## src/rtl/attn_pkg.sv

```systemverilog
// Shared definitions for the attention-core instruction sequencer: bus field
// layout, mac mode encodings and the sequencer state type.
package attn_pkg;

   typedef enum logic [2:0] {
      IDLE,
      KLOAD,
      EXEC,
      DRAIN,
      DONE
   } state_t;

   localparam logic [1:0] MAC_IDLE = 2'b00;
   localparam logic [1:0] MAC_LOAD = 2'b01;
   localparam logic [1:0] MAC_EXEC = 2'b10;

   localparam int PMEM_WR_BIT  = 0;
   localparam int PMEM_RD_BIT  = 1;
   localparam int KMEM_WR_BIT  = 2;
   localparam int KMEM_RD_BIT  = 3;
   localparam int QMEM_WR_BIT  = 4;
   localparam int QMEM_RD_BIT  = 5;
   localparam int MAC_LSB      = 6;
   localparam int PMEM_ADD_LSB = 8;

   function automatic int qkmem_add_lsb(input int aw);
      return PMEM_ADD_LSB + aw;
   endfunction

   function automatic int ofifo_rd_bit(input int aw);
      return PMEM_ADD_LSB + 2 * aw;
   endfunction

   function automatic int sfp_lsb(input int aw);
      return PMEM_ADD_LSB + 2 * aw + 1;
   endfunction

   function automatic int inst_w(input int aw);
      return 2 * aw + 11;
   endfunction

endpackage

```

## src/rtl/attn_delay_line.sv

```systemverilog
// Fixed-latency shift register that turns each ofifo read into the matching
// pmem write DEPTH cycles later, carrying the write address alongside.
module attn_delay_line #(
   parameter int ADDR_W = 4,
   parameter int DEPTH  = 1
) (
   input  logic              clk,
   input  logic              reset,
   input  logic              clear,
   input  logic              in_valid,
   input  logic [ADDR_W-1:0] in_add,
   output logic              out_valid,
   output logic [ADDR_W-1:0] out_add
);

   logic [DEPTH-1:0]             vld;
   logic [DEPTH-1:0][ADDR_W-1:0] add;

   // NOTE: this storage is a handful of flops, not a RAM, so clearing it on reset is cheap and keeps the bus quiet.
   always_ff @(posedge clk or posedge reset) begin
      if (reset) begin
         vld <= '0;
         add <= '0;
      end else if (clear) begin
         vld <= '0;
         add <= '0;
      end else begin
         vld[0] <= in_valid;
         add[0] <= in_valid ? in_add : '0;
         for (int i = 1; i < DEPTH; i++) begin
            vld[i] <= vld[i-1];
            add[i] <= add[i-1];
         end
      end
   end

   assign out_valid = vld[DEPTH-1];
   assign out_add   = add[DEPTH-1];

endmodule

```

## src/rtl/attn_seq.sv

```systemverilog
// Autonomous instruction sequencer: loads COL keys, streams q_len queries and
// drains the output FIFO through the SFP into pmem on one start pulse.
module attn_seq
   import attn_pkg::*;
#(
   parameter int COL     = 8,
   parameter int ADDR_W  = 4,
   parameter int SFP_LAT = 1
) (
   input  logic                        clk,
   input  logic                        reset,
   input  logic                        start,
   input  logic                        abort,
   input  logic [ADDR_W:0]             q_len,
   input  logic [ADDR_W-1:0]           k_base,
   input  logic [ADDR_W-1:0]           q_base,
   input  logic [ADDR_W-1:0]           p_base,
   input  logic [1:0]                  sfp_mode,
   input  logic                        fifo_valid,
   output logic [inst_w(ADDR_W)-1:0]   inst,
   output logic                        busy,
   output logic                        done
);

   localparam int QK_LSB    = qkmem_add_lsb(ADDR_W);
   localparam int OFIFO_BIT = ofifo_rd_bit(ADDR_W);
   localparam int SFP_LSB   = sfp_lsb(ADDR_W);
   localparam int IDX_W     = ($clog2(COL) > ADDR_W + 1) ? $clog2(COL) : ADDR_W + 1;

   localparam logic [ADDR_W:0]  Q_MAX    = {1'b1, {ADDR_W{1'b0}}};
   localparam logic [IDX_W-1:0] COL_LAST = IDX_W'(COL - 1);

   state_t            state;
   logic [IDX_W-1:0]  idx;
   logic [ADDR_W:0]   rd_cnt;
   logic [ADDR_W:0]   wr_cnt;
   logic [ADDR_W:0]   q_n;
   logic [ADDR_W-1:0] k_base_r;
   logic [ADDR_W-1:0] q_base_r;
   logic [ADDR_W-1:0] p_base_r;
   logic [1:0]        sfp_mode_r;
   logic              kmem_rd;
   logic              qmem_rd;
   logic [ADDR_W-1:0] qk_add;
   logic [1:0]        mac;
   logic              sfp_on;

   logic              ofifo_rd;
   logic              wr_valid;
   logic [ADDR_W-1:0] wr_add;
   logic              last_wr;
   logic [ADDR_W:0]   q_sat;

   assign q_sat    = (q_len > Q_MAX) ? Q_MAX : q_len;
   // A read is issued in the same cycle fifo_valid is seen, so the FIFO is never read empty.
   assign ofifo_rd = (state == DRAIN) && fifo_valid && (rd_cnt < q_n);
   assign last_wr  = wr_valid && (wr_cnt + 1'b1 == q_n);

   attn_delay_line #(
      .ADDR_W (ADDR_W),
      .DEPTH  (SFP_LAT)
   ) u_delay (
      .clk       (clk),
      .reset     (reset),
      .clear     (abort),
      .in_valid  (ofifo_rd),
      .in_add    (p_base_r + rd_cnt[ADDR_W-1:0]),
      .out_valid (wr_valid),
      .out_add   (wr_add)
   );

   always_ff @(posedge clk or posedge reset) begin
      if (reset) begin
         state      <= IDLE;
         idx        <= '0;
         rd_cnt     <= '0;
         wr_cnt     <= '0;
         q_n        <= '0;
         k_base_r   <= '0;
         q_base_r   <= '0;
         p_base_r   <= '0;
         sfp_mode_r <= '0;
         kmem_rd    <= 1'b0;
         qmem_rd    <= 1'b0;
         qk_add     <= '0;
         mac        <= MAC_IDLE;
         sfp_on     <= 1'b0;
         busy       <= 1'b0;
         done       <= 1'b0;
      end else if (abort) begin
         state   <= IDLE;
         idx     <= '0;
         rd_cnt  <= '0;
         wr_cnt  <= '0;
         kmem_rd <= 1'b0;
         qmem_rd <= 1'b0;
         qk_add  <= '0;
         mac     <= MAC_IDLE;
         sfp_on  <= 1'b0;
         busy    <= 1'b0;
         done    <= 1'b0;
      end else begin
         // Mac mode follows the SRAM read issued one cycle earlier.
         mac     <= qmem_rd ? MAC_EXEC : (kmem_rd ? MAC_LOAD : MAC_IDLE);
         done    <= 1'b0;
         kmem_rd <= 1'b0;
         qmem_rd <= 1'b0;
         qk_add  <= '0;
         if (ofifo_rd) begin
            rd_cnt <= rd_cnt + 1'b1;
            sfp_on <= 1'b1;
         end
         if (wr_valid) wr_cnt <= wr_cnt + 1'b1;

         case (state)
            IDLE: begin
               if (start) begin
                  k_base_r   <= k_base;
                  q_base_r   <= q_base;
                  p_base_r   <= p_base;
                  sfp_mode_r <= sfp_mode;
                  q_n        <= q_sat;
                  idx        <= '0;
                  rd_cnt     <= '0;
                  wr_cnt     <= '0;
                  busy       <= 1'b1;
                  // An empty run goes through DRAIN, which finishes at once with zero writes.
                  if (q_sat == '0) begin
                     state <= DRAIN;
                  end else begin
                     state   <= KLOAD;
                     kmem_rd <= 1'b1;
                     qk_add  <= k_base;
                  end
               end
            end
            KLOAD: begin
               if (idx == COL_LAST) begin
                  state   <= EXEC;
                  idx     <= '0;
                  qmem_rd <= 1'b1;
                  qk_add  <= q_base_r;
               end else begin
                  idx     <= idx + 1'b1;
                  kmem_rd <= 1'b1;
                  qk_add  <= k_base_r + ADDR_W'(idx + 1'b1);
               end
            end
            EXEC: begin
               if (idx == IDX_W'(q_n - 1'b1)) begin
                  state <= DRAIN;
                  idx   <= '0;
               end else begin
                  idx     <= idx + 1'b1;
                  qmem_rd <= 1'b1;
                  qk_add  <= q_base_r + ADDR_W'(idx + 1'b1);
               end
            end
            DRAIN: begin
               if (wr_cnt == q_n || last_wr) begin
                  state  <= DONE;
                  done   <= 1'b1;
                  sfp_on <= 1'b0;
               end
            end
            DONE: begin
               state <= IDLE;
               busy  <= 1'b0;
            end
            default: state <= IDLE;
         endcase
      end
   end

   // NOTE: the default assignment first keeps this block free of latches.
   always_comb begin
      inst                           = '0;
      inst[PMEM_WR_BIT]              = wr_valid;
      inst[PMEM_RD_BIT]              = 1'b0;
      inst[KMEM_WR_BIT]              = 1'b0;
      inst[KMEM_RD_BIT]              = kmem_rd;
      inst[QMEM_WR_BIT]              = 1'b0;
      inst[QMEM_RD_BIT]              = qmem_rd;
      inst[MAC_LSB +: 2]             = mac;
      inst[PMEM_ADD_LSB +: ADDR_W]   = wr_add;
      inst[QK_LSB +: ADDR_W]         = qk_add;
      inst[OFIFO_BIT]                = ofifo_rd;
      inst[SFP_LSB +: 2]             = (sfp_on || ofifo_rd) ? sfp_mode_r : 2'b00;
   end

endmodule

```

## config.mk

```make
export PLATFORM = sky130hd
export DESIGN_NAME = attn_seq
export DESIGN_NICKNAME = d
export VERILOG_FILES = /design/src/rtl/attn_pkg.sv /design/src/rtl/attn_delay_line.sv /design/src/rtl/attn_seq.sv
export SDC_FILE = /design/constraint.sdc
export NUM_CORES = 1
export LEC_CHECK = 0
export CAP_MARGIN = 20
export CORE_MARGIN = 10
export CORE_UTILIZATION = 35
export DETAILED_ROUTE_END_ITERATION = 8
export SLEW_MARGIN = 20
export SYNTH_ARGS = -nofsm -noshare
export SYNTH_HDL_FRONTEND = slang
export SYNTH_SLANG_ARGS = --single-unit
export TNS_END_PERCENT = 20
```

## constraint.sdc

```tcl
create_clock -name clk -period 2.3 [get_ports clk]
set_input_delay 0.46 -clock clk [delete_from_list [all_inputs] [get_ports clk]]
set_output_delay 0.46 -clock clk [all_outputs]
set_load 0.02 [all_outputs]
```

==> reports/results.tsv <==
metric	value	unit
status	finished, violations left	
violations	negative setup slack	
first_iter_violations	73	
ir_worst_vdd	0.4567	mV
track_usage	11.38	%
synth_ff_type	dfrtp_1	
dp_cells	474	
setup_viol	4	
avgSynthCellArea	10.01	um2
core	8636	um2
crit_start	rd_cnt[4]	
fillers	833	
path_class	register to output pin	
stdcell_count	484	
yosysSeqAreaShare	43.14	%
synth_edf_count	0	
layout_commonest_cell	dfrtp_1	
routabilityCongestion	0.8107	
rr_endpoint	state[0]	
cp-end-kind	output pin	
initial_core_util	35.60	%
max_cap_viol_count	0	
tns	-0.6279	ns
ant_nets	0	
finalHoldViolCount	0	
ys_types	50	
clk_path_buf_depth	2	
r2r-start	q_n[1]	
critPathMaxFanout	3	
wl_per_cell	14.69	um
p_per_area	1014	nW/um2
avgViaCountPerCell	4.969	
min_from	qmem_rd	
numCtsBuffers	5	
chipHeight	113.7	um
route.detailed.drc	0	
holdCritPathClass	register to register	
startpoint_type	register	
dp.final_hpwl	5.676	mm
antenna_found_initial	0	
die_x	113.7	um
synth_area_leaders	dfrtp_1 (43%), ha_1 (6.9%), xnor2_1 (4.6%)	
cts_tree	yes	
grt_overflow	0	
synth_seq_cells	53	
total_power	4.043	mW
row_count	34	
skew	0.004733	ns
finalWorstSetupSlack	-0.1893	ns
synth_top_area_share	43.14	%
vias	2405	
min_path_cells	1	
slew_headroom	64.56	%
drive_gt1_share	21.01	%
dp_slack	-0.7093	ns
period_minus_slack	2.489	ns
cts_root_buf	clkbuf_8	
ys_warn_count	0	
reg2regPathDepth	9	
rsz0062_at_grt	yes	
layout_common_cells	dfrtp_1 (53), clkdlybuf4s50_1 (37), buf_4 (35)	
area_growth	29.75	%
layout.nets	419	
holdPathEnd	mac[0]	
io_pins	45	
cts.reportedPaths.clkPinSlew	0.09	ns
htree_num_levels	2	
grt_max_degree	25	
p_leak	1.775	nW
clock_latency	0.31	ns
synthCells	307	
yosys.area.top_type	dfrtp_1	
insertedDiodeCount	0	
wirelength	7.112	mm
synth_area	3074	um2
reg2reg_slack	-0.10	ns
cts.sinks	53	
crit_required	1.84	ns
tightestPinTransition	0.5309	ns
dieArea	12930	um2
io_buffers	41	
finalCritPeriodShare	108.2	%
maxSlewViolCount	0	
ys_async_sr_fraction	100.0	%
grt_pass1_wl	12.23	mm
fmax	401.7	MHz
arrival	2.03	ns
first_pass_iters	6	
grt_pass1_vias	2517	
[what timing repair did]
item                       in CTS  in global routing
resized for setup              23                  9
setup buffers                   0                  2
pin swaps                       1                  1
setup endpoints to repair       9                 13
gates cloned                    0                  0
hold buffers                    0                  0
[worst max path at each step]
stage | to | cells past startpoint
after floorplan | inst[17] | 8
after global placement | inst[18] | 7
after detailed placement | inst[17] | 7
after CTS | inst[18] | 7
after global routing | inst[18] | 8
final | inst[18] | 7
[per-layer routing]
layer	global-route usage [%]	share of wire (%)	vias to the layer above
met2	19.13	49	45
met5	0	0	-
met4	4.061	1.4	0
met3	1.837	3.5	7
met1	14.37	46	1167
li1	-	-	1186
[report_power, final]
part	switching [mW]	internal [mW]
clock	0.295	0.355
combinational	1.06	1.01
sequential	0.145	1.18
total	1.50	2.54
[metrics by stage]
| step | hold WS, ns | util (%) | instance area (um2) |
|---|---|---|---|
| floorplan | 0.4230 | - | 3087 |
| global placement | 0.4377 | 44.03 | 3802 |
| detailed placement | 0.4544 | 44.03 | 3802 |
| CTS | 0.4674 | 45.52 | 3931 |
| global route | 0.4883 | 46.19 | 3989 |
| finish | 0.4617 | 46.19 | 3989 |
[area by class of cell]
type                            instances  area (um2)  share of cell area, %
Sequential cell                        53        1326                  33.25
Inverter                               20       75.07                  1.882
Clock inverter                          1       30.03                 0.7528
Clock buffer                            7       86.33                  2.164
Tap cell                              108       135.1                  3.388
Timing Repair Buffer                   78       715.7                  17.94
Multi-Input combinational cell        217        1620                  40.62
[flip-flops by register name, indices dropped and copies added (netlist names), 5 cells and up]
signal / cells
idx: 5
q_n: 5
wr_cnt: 5
rd_cnt: 5
[worst max-delay path: stages (launching register included)]
cell and delay [ns]:
dfrtp_1 0.40, ha_2 0.18, or4b_4 0.53, a21oi_4 0.15
o21ai_2 0.08, nor2b_4 0.15, nor2b_2 0.12, buf_6 0.12
[cell usage after synthesis (all sizes together) (2+ instances only)]
master	count
a21o	6
fa	3
nor2	23
ha	17
nand2b	4
xnor2	16
a211oi	2
nand3b	5
mux2i	3
mux2	13
buf	13
nor2b	7
or3	5
clkbuf	6
nand4	5
a222oi	3
nor3	13
inv	20
dfrtp	53
nand2	17
o21ai	20
nand3	7
a21oi	17
xor2	13
[logic make-up (layout without fill, tap and decap cells)]
family | count (synthesis) | in the layout | share of synthesized area (%)
and+or+nand+nor | 92 | 92 | 15.63
AOI/OAI and AO/OA | 57 | 57 | 11.97
DFF | 53 | 53 | 43.14
buffers and inverters | 39 | 106 | 6.267
xor gates and xnor gates | 29 | 29 | 8.262
adders and majority gates | 20 | 20 | 8.873
muxes | 16 | 16 | 5.739
other | 1 | 3 | 0.1220
No activity file was read; power rests on OpenSTA's default activity.
